[config.mk]
export PLATFORM = sky130hd
export DESIGN_NAME = inst_fetch_unit
export DESIGN_NICKNAME = d
export VERILOG_FILES = /design/src/rtl/inst_fetch_unit.sv
export SDC_FILE = /design/constraint.sdc
export NUM_CORES = 1
export LEC_CHECK = 0
export CORE_MARGIN = 2
export CORE_UTILIZATION = 35
export CTS_BUF_LIST = sky130_fd_sc_hd__clkbuf_4 sky130_fd_sc_hd__clkbuf_8 sky130_fd_sc_hd__clkbuf_16
export CTS_CLUSTER_SIZE = 20
export DETAILED_ROUTE_END_ITERATION = 10
export PLACE_DENSITY_LB_ADDON = 0.3
export SYNTH_ARGS = -nofsm -noshare
export SYNTH_HDL_FRONTEND = slang
export SYNTH_SLANG_ARGS = --single-unit
export TNS_END_PERCENT = 50
[constraint.sdc]
create_clock -name clock -period 3.86 [get_ports clock]
set_input_delay 0.772 -clock clock [delete_from_list [all_inputs] [get_ports clock]]
set_output_delay 0.772 -clock clock [all_outputs]
set_load 0.02 [all_outputs]
[src/rtl/inst_fetch_unit.sv]
// inst_fetch_unit
//   Instruction fetch initiator. It issues word-address reads to a
//   one-cycle-latency instruction memory and buffers the returned words in a
//   small FIFO. Decode sees the words over a valid/ready handshake, and each
//   word carries the PC it was fetched from. A redirect loads a new PC and
//   flushes both the buffered fetches and any fetch still in flight.
//
//   Ports
//     clock, reset         rising-edge clock, asynchronous active-low reset
//     fetch_en             permit issuing new fetches
//     mem_addr, mem_read   word address and read strobe to instruction memory
//     mem_inst             memory word, valid the cycle after mem_read
//     redirect_valid/_pc   load a new fetch PC and flush
//     inst_valid/_data/_pc FIFO head presented to decode
//     inst_ready           decode accepts the head
//
//   state | meaning
//   IDLE  | fetch_en low, no new reads issued; a pending response still lands
//   RUN   | fetch_en high, issue whenever the FIFO credit check allows
module inst_fetch_unit #(
    parameter int                 ADDR_W     = 27,
    parameter logic [ADDR_W-1:0]  RESET_PC   = '0,
    parameter int                 FIFO_DEPTH = 2
) (
    input  logic              clock,
    input  logic              reset,
    input  logic              fetch_en,
    output logic [ADDR_W-1:0] mem_addr,
    output logic              mem_read,
    input  logic [31:0]       mem_inst,
    input  logic              redirect_valid,
    input  logic [ADDR_W-1:0] redirect_pc,
    output logic              inst_valid,
    output logic [31:0]       inst_data,
    output logic [ADDR_W-1:0] inst_pc,
    input  logic              inst_ready
);

    localparam int PTR_W = (FIFO_DEPTH > 1) ? $clog2(FIFO_DEPTH) : 1;
    localparam int CNT_W = $clog2(FIFO_DEPTH + 1);

    typedef enum logic {IDLE = 1'b0, RUN = 1'b1} state_t;

    state_t             state_q, state_d;
    logic [ADDR_W-1:0]  fetch_pc_q, fetch_pc_d;
    logic               pending_q, pending_d;
    logic [ADDR_W-1:0]  pending_pc_q, pending_pc_d;
    logic               pend_epoch_q, pend_epoch_d;
    logic               epoch_q, epoch_d;
    logic [CNT_W-1:0]   count_q, count_d;
    logic [PTR_W-1:0]   wr_ptr_q, wr_ptr_d;
    logic [PTR_W-1:0]   rd_ptr_q, rd_ptr_d;
    logic [ADDR_W-1:0]  fifo_pc_q   [FIFO_DEPTH];
    logic [31:0]        fifo_data_q [FIFO_DEPTH];

    logic               pop;
    logic               push;
    logic               issue;
    logic [CNT_W:0]     credit;

    assign inst_valid = (count_q != '0);
    assign inst_data  = fifo_data_q[rd_ptr_q];
    assign inst_pc    = fifo_pc_q[rd_ptr_q];
    assign mem_addr   = fetch_pc_q;
    assign mem_read   = issue;

    assign pop  = inst_valid & inst_ready;
    // A response only lands if no redirect happened since its read issued.
    assign push = pending_q & (pend_epoch_q == epoch_q);

    // Slots already claimed after this cycle's pop; the pending read owns one,
    // so a push can never find the FIFO full.
    assign credit = {1'b0, count_q} + {{CNT_W{1'b0}}, pending_q} - {{CNT_W{1'b0}}, pop};

    // reset gates the strobe so it is low for the whole time reset is held.
    assign issue = reset & (state_d == RUN) & ~redirect_valid
                 & (credit < (CNT_W+1)'(FIFO_DEPTH));

    always_comb begin
        state_d = state_q;
        case (state_q)
            IDLE:    if (fetch_en)  state_d = RUN;
            RUN:     if (!fetch_en) state_d = IDLE;
            default: state_d = IDLE;
        endcase
    end

    always_comb begin
        fetch_pc_d   = fetch_pc_q;
        pending_d    = 1'b0;
        pending_pc_d = pending_pc_q;
        pend_epoch_d = pend_epoch_q;
        epoch_d      = epoch_q;
        count_d      = count_q;
        wr_ptr_d     = wr_ptr_q;
        rd_ptr_d     = rd_ptr_q;

        if (redirect_valid) begin
            fetch_pc_d = redirect_pc;
            epoch_d    = ~epoch_q;
            count_d    = '0;
            wr_ptr_d   = '0;
            rd_ptr_d   = '0;
        end else begin
            if (issue) begin
                fetch_pc_d   = fetch_pc_q + ADDR_W'(1);
                pending_d    = 1'b1;
                pending_pc_d = fetch_pc_q;
                pend_epoch_d = epoch_q;
            end
            if (push) wr_ptr_d = wr_ptr_q + PTR_W'(1);
            if (pop)  rd_ptr_d = rd_ptr_q + PTR_W'(1);
            case ({push, pop})
                2'b10:   count_d = count_q + CNT_W'(1);
                2'b01:   count_d = count_q - CNT_W'(1);
                default: count_d = count_q;
            endcase
        end
    end

    always_ff @(posedge clock or negedge reset) begin
        if (!reset) begin
            state_q      <= IDLE;
            fetch_pc_q   <= RESET_PC;
            pending_q    <= 1'b0;
            pending_pc_q <= '0;
            pend_epoch_q <= 1'b0;
            epoch_q      <= 1'b0;
            count_q      <= '0;
            wr_ptr_q     <= '0;
            rd_ptr_q     <= '0;
        end else begin
            state_q      <= state_d;
            fetch_pc_q   <= fetch_pc_d;
            pending_q    <= pending_d;
            pending_pc_q <= pending_pc_d;
            pend_epoch_q <= pend_epoch_d;
            epoch_q      <= epoch_d;
            count_q      <= count_d;
            wr_ptr_q     <= wr_ptr_d;
            rd_ptr_q     <= rd_ptr_d;
        end
    end

    always_ff @(posedge clock or negedge reset) begin
        if (!reset) begin
            for (int i = 0; i < FIFO_DEPTH; i++) begin
                fifo_pc_q[i]   <= '0;
                fifo_data_q[i] <= '0;
            end
        end else if (push && !redirect_valid) begin
            fifo_pc_q[wr_ptr_q]   <= pending_pc_q;
            fifo_data_q[wr_ptr_q] <= mem_inst;
        end
    end

endmodule

==> results.txt <==
The flow ran to the end, and the final reports show no timing, DRC or antenna violations. The minimum setup slack among reg-to-reg paths is roughly 0.92 ns. The cell depth of the worst flop-to-flop path came out at 9. After layout, the worst setup slack is roughly 0.25 ns. The reg-to-reg critical path startpoint is count_q[0]$_DFFE_PN0P_.

The DRC violations left came out at 0. The total number of yosys warnings came out at 0. The number of standard-cell rows in the floorplan came out at 55. After global routing the overflow that remains totals 0.

Traced cell by cell, the critical path runs through clkdlybuf4s50_1, and3b_1, or2_2, nand2_1, fa_1, and4b_2, nand2_2, inv_1, clkbuf_2. The detailed router finished its first iteration with about 280 violations. Input and output buffers added on the ports amount to 151.

The number of cells on the worst hold path came out at 2. The total global routing track utilization came out at 0.167. The worst setup path is launched from an input pin. The number of max-slew violations in the final report was 0. Counting flops and latches in the post-synthesis netlist gives 179. The initial standard-cell utilization of the core is 0.358. The share of cells above drive strength 1 came out at 0.299. At the worst endpoint, the required time is 3.09 ns. The average routed wire per standard cell is between 15 and 20 microns. Excluding fillers, the count of instances in the completed layout stands at 1133. The post-synthesis cell type count is between 50 and 60. The number of failing setup endpoints in the final timing report is 0. Tracing the worst setup path back leads to its startpoint at inst_ready.

The routed wire length is around 20000 microns. In this run the critical register-to-register path is captured at mem_addr[9]$_DFFE_PN0P_. During I/O placement, the number of pins put on the boundary was roughly 150. The area of the die is 24500 sq um. Dividing total power by cell area gives a power density of 600 nW/um^2. The detailed-router iteration count before antenna repair is 4.

The minimum period implied by the final worst setup slack came out at 3.61 ns. Ranked by total cell area, the synthesized netlist is headed by sky130_fd_sc_hd__dfrtp_1, sky130_fd_sc_hd__mux2_2, sky130_fd_sc_hd__nand2_1, sky130_fd_sc_hd__a221o_1, sky130_fd_sc_hd__clkbuf_1. The count of vias placed by the detailed router came out at roughly 5700. The number of global-route vias before repair came to between 5000 and 6000. The slowest stage of the critical path is the sky130_fd_sc_hd__clkdlybuf4s50_1 cell.

The utilization after layout came out at 0.468. Counting along the longest clock path gives a buffer depth of 2. The placement-stage worst setup slack is -0.190 ns. The type of the tightest min-delay check is reg2reg. The area growth from synthesis to layout is 30.8%.

In this run the static leakage power is ~0.0048 uW. The sequential share of the synthesized area is 0.549. Of the post-synthesis cell area, the dominant cell type holds 0.549. The core region is roughly 23000 sq um.

The total met3 wirelength after detailed routing came out at between 1000 and 1500 microns. The clock net sink count came out at around 180. The number of nets still failing antenna checks after routing came out at 0. The detail-routed via count per cell came out at between 4 and 5.

The antenna cell count came out at 0. The maximum resistive drop on vdd is around 0.27 mV. In this run, CTS created clock tree buffers numbering 17. The post-route met1 wirelength came out at approximately 8800 microns. The maximum cell stage delay along the critical path is roughly 0.46 ns.

The number of nets in the synthesized netlist came out at 720. The overall die height is about 160 microns. The critical path class is in2out. Of the available clock period, the critical path in the final layout requires 0.935. Headroom to the max-slew limit came out at 0.351. The maximum clock frequency is ~0.28 GHz.

In this run the worst setup path terminates at mem_read. The tree is rooted in a sky130_fd_sc_hd__clkbuf_16. The CTS tree is done. The routability-driven placement congestion ratio is roughly 0.78. The area of the mapped netlist is a little over 8000 sq um.

Routed signal wires occupy layers up through met4. A synthesized cell averages 12.5 sq um. Summed over all nets, the half-perimeter wirelength after detailed placement is around 13000 microns. The power consumption came out at roughly 6400 uW.

Clock-pin slew was measured on the worst setup and hold paths at about 0.070 ns. The met2 wirelength from detailed routing came out at approximately 9400 microns. The cell count after synthesis came out at about 650. The total placed cells including tap cells came out at approximately 1100. The final-report hold violation count is 0. Entering global routing, the biggest net connects 180 pins. STA classifies the critical path endpoint as an output port. Data arrives at the worst endpoint at ~2.8 ns.

The first global-routing pass estimated around 32000 microns of wire. The die width came out at 157 microns. Hold repair after CTS inserted 0 buffers.

The transition time at the pin with the least slew margin is just under 1 ns. The number of nets in the final layout came out at 873. sky130_fd_sc_hd__dfrtp_1 takes more of the synthesized area than any other cell. The number of antenna violations at the first check in global routing came to 0. In this run the number of H-tree levels came out at 4. Across the routed clock network, the largest skew measured is around 0.015 ns.

Max-cap violations in this run came to 0. The later-pin clock latency in the skew report came out at between 0.4 and 0.5 ns. Setup repair after global routing left no endpoint under its margin. Along the worst path, the maximum fanout reaches 4.
## kinds of logic after synthesis
kind of cell | Yosys count | synth area share
compound gates | 56 | 0.0515
xor+xnor | 8 | 0.00859
buf+inv | 46 | 0.0279
fa+ha+maj | 2 | 0.00399
simple gates | 183 | 0.111
mux | 180 | 0.248
flops | 179 | 0.549
## how the worst min path moves through the flow
stage | slack [ns] | startpoint | to
2_1_floorplan | 0.46 | pending_pc_q[16]$_DFFE_PN0P_ | pending_pc_q[16]$_DFFE_PN0P_
3_3_place_gp | 0.48 | pend_epoch_q$_DFFE_PN0P_ | pend_epoch_q$_DFFE_PN0P_
3_5_place_dp | 0.49 | pend_epoch_q$_DFFE_PN0P_ | pend_epoch_q$_DFFE_PN0P_
4_1_cts | 0.50 | pend_epoch_q$_DFFE_PN0P_ | pend_epoch_q$_DFFE_PN0P_
5_1_grt | 0.51 | fifo_data_q[24]$_DFFE_PN0P_ | fifo_data_q[24]$_DFFE_PN0P_
6_report | 0.50 | pend_epoch_q$_DFFE_PN0P_ | pend_epoch_q$_DFFE_PN0P_
## where the power goes
group          switching (uW)  internal [uW]
sequential                272           2330
clock                     803            974
combinational             890           1130
total                    1960           4440
## flip-flops by register name, indices dropped and copies added, names as in the netlist, 2 cells and up
register,flops
count_q,2
fifo_data_q,64
fifo_pc_q,54
mem_addr,27
pending_pc_q,27
## through the flow
step / setup TNS (ns) / hold slack (ns) / area [sq um]
after floorplan: 0 / 0.458 / 8160
after global placement: -0.157 / 0.480 / 10100
after detailed placement: -0.190 / 0.486 / 10100
after CTS: 0 / 0.502 / 10700
after global routing: 0 / 0.513 / 10700
final: 0 / 0.498 / 10700
## cell usage after synthesis (all sizes together)
| cell type | instances |
|---|---|
| buf | 16 |
| nand4b | 2 |
| a211o | 1 |
| nor4 | 6 |
| and3 | 2 |
| nand3b | 2 |
| dfrtp | 179 |
| inv | 9 |
| o211ai | 8 |
| and2 | 2 |
| nor2 | 9 |
| fa | 1 |
| o311ai | 5 |
| and4 | 2 |
| nand4 | 11 |
| mux2i | 1 |
| or3 | 2 |
| a221o | 8 |
| o211a | 1 |
| xnor2 | 3 |
| a22oi | 8 |
| or4 | 7 |
| a21oi | 3 |
| clkbuf | 20 |
| o311a | 1 |
| dlygate4sd2 | 1 |
| nor2b | 1 |
| or4b | 1 |
| mux2 | 179 |
| xor2 | 5 |
| nor3 | 13 |
| a41o | 1 |
| and3b | 1 |
| o21bai | 1 |
| nand3 | 14 |
| a32oi | 1 |
| or2 | 2 |
| ha | 1 |
| and4b | 2 |
| o21ai | 12 |
| a21o | 6 |
| nand2 | 104 |
## layer usage
layer  vias up  GRT usage
li1       2667          -
met1      2811      0.216
met2       160      0.272
met3        13     0.0498
met4         0     0.0467
met5         -          0
## cells in the final DEF (no fill, tap or decap), drive strengths merged, types with 9 or more instances in the layout
| master | instances |
|---|---|
| buf | 21 |
| clkbuf | 18 |
| clkdlybuf4s50 | 149 |
| dfrtp | 179 |
| inv | 15 |
| mux2 | 179 |
| nand2 | 104 |
| nand3 | 14 |
| nand4 | 11 |
| nor2 | 9 |
| nor3 | 13 |
| o21ai | 12 |
## worst max-delay path: cells and delay by family
family	cells	cell delay, ns
buffers and inverters	3	0.70
AND/OR/NAND/NOR	5	0.93
adder cells (fa/ha/maj)	1	0.42
## repair_timing
item / in CTS / in global routing
pin swaps: 0 / 0
setup buffers: 0 / 0
gates resized for setup: 1 / 2
endpoints found under the setup margin: 1 / 1
gates cloned: 0 / 0
## final cells by class
type | count | area [sq um]
clock buffers | 17 | 425
clock inverters | 15 | 174
fillers | 2085 | 12100
inverters | 9 | 33.8
multi-input cells | 429 | 3460
flip-flops and latches | 179 | 4480
well taps | 313 | 392
repair buffers | 171 | 1710
No activity file was read; power rests on OpenSTA's default activity.
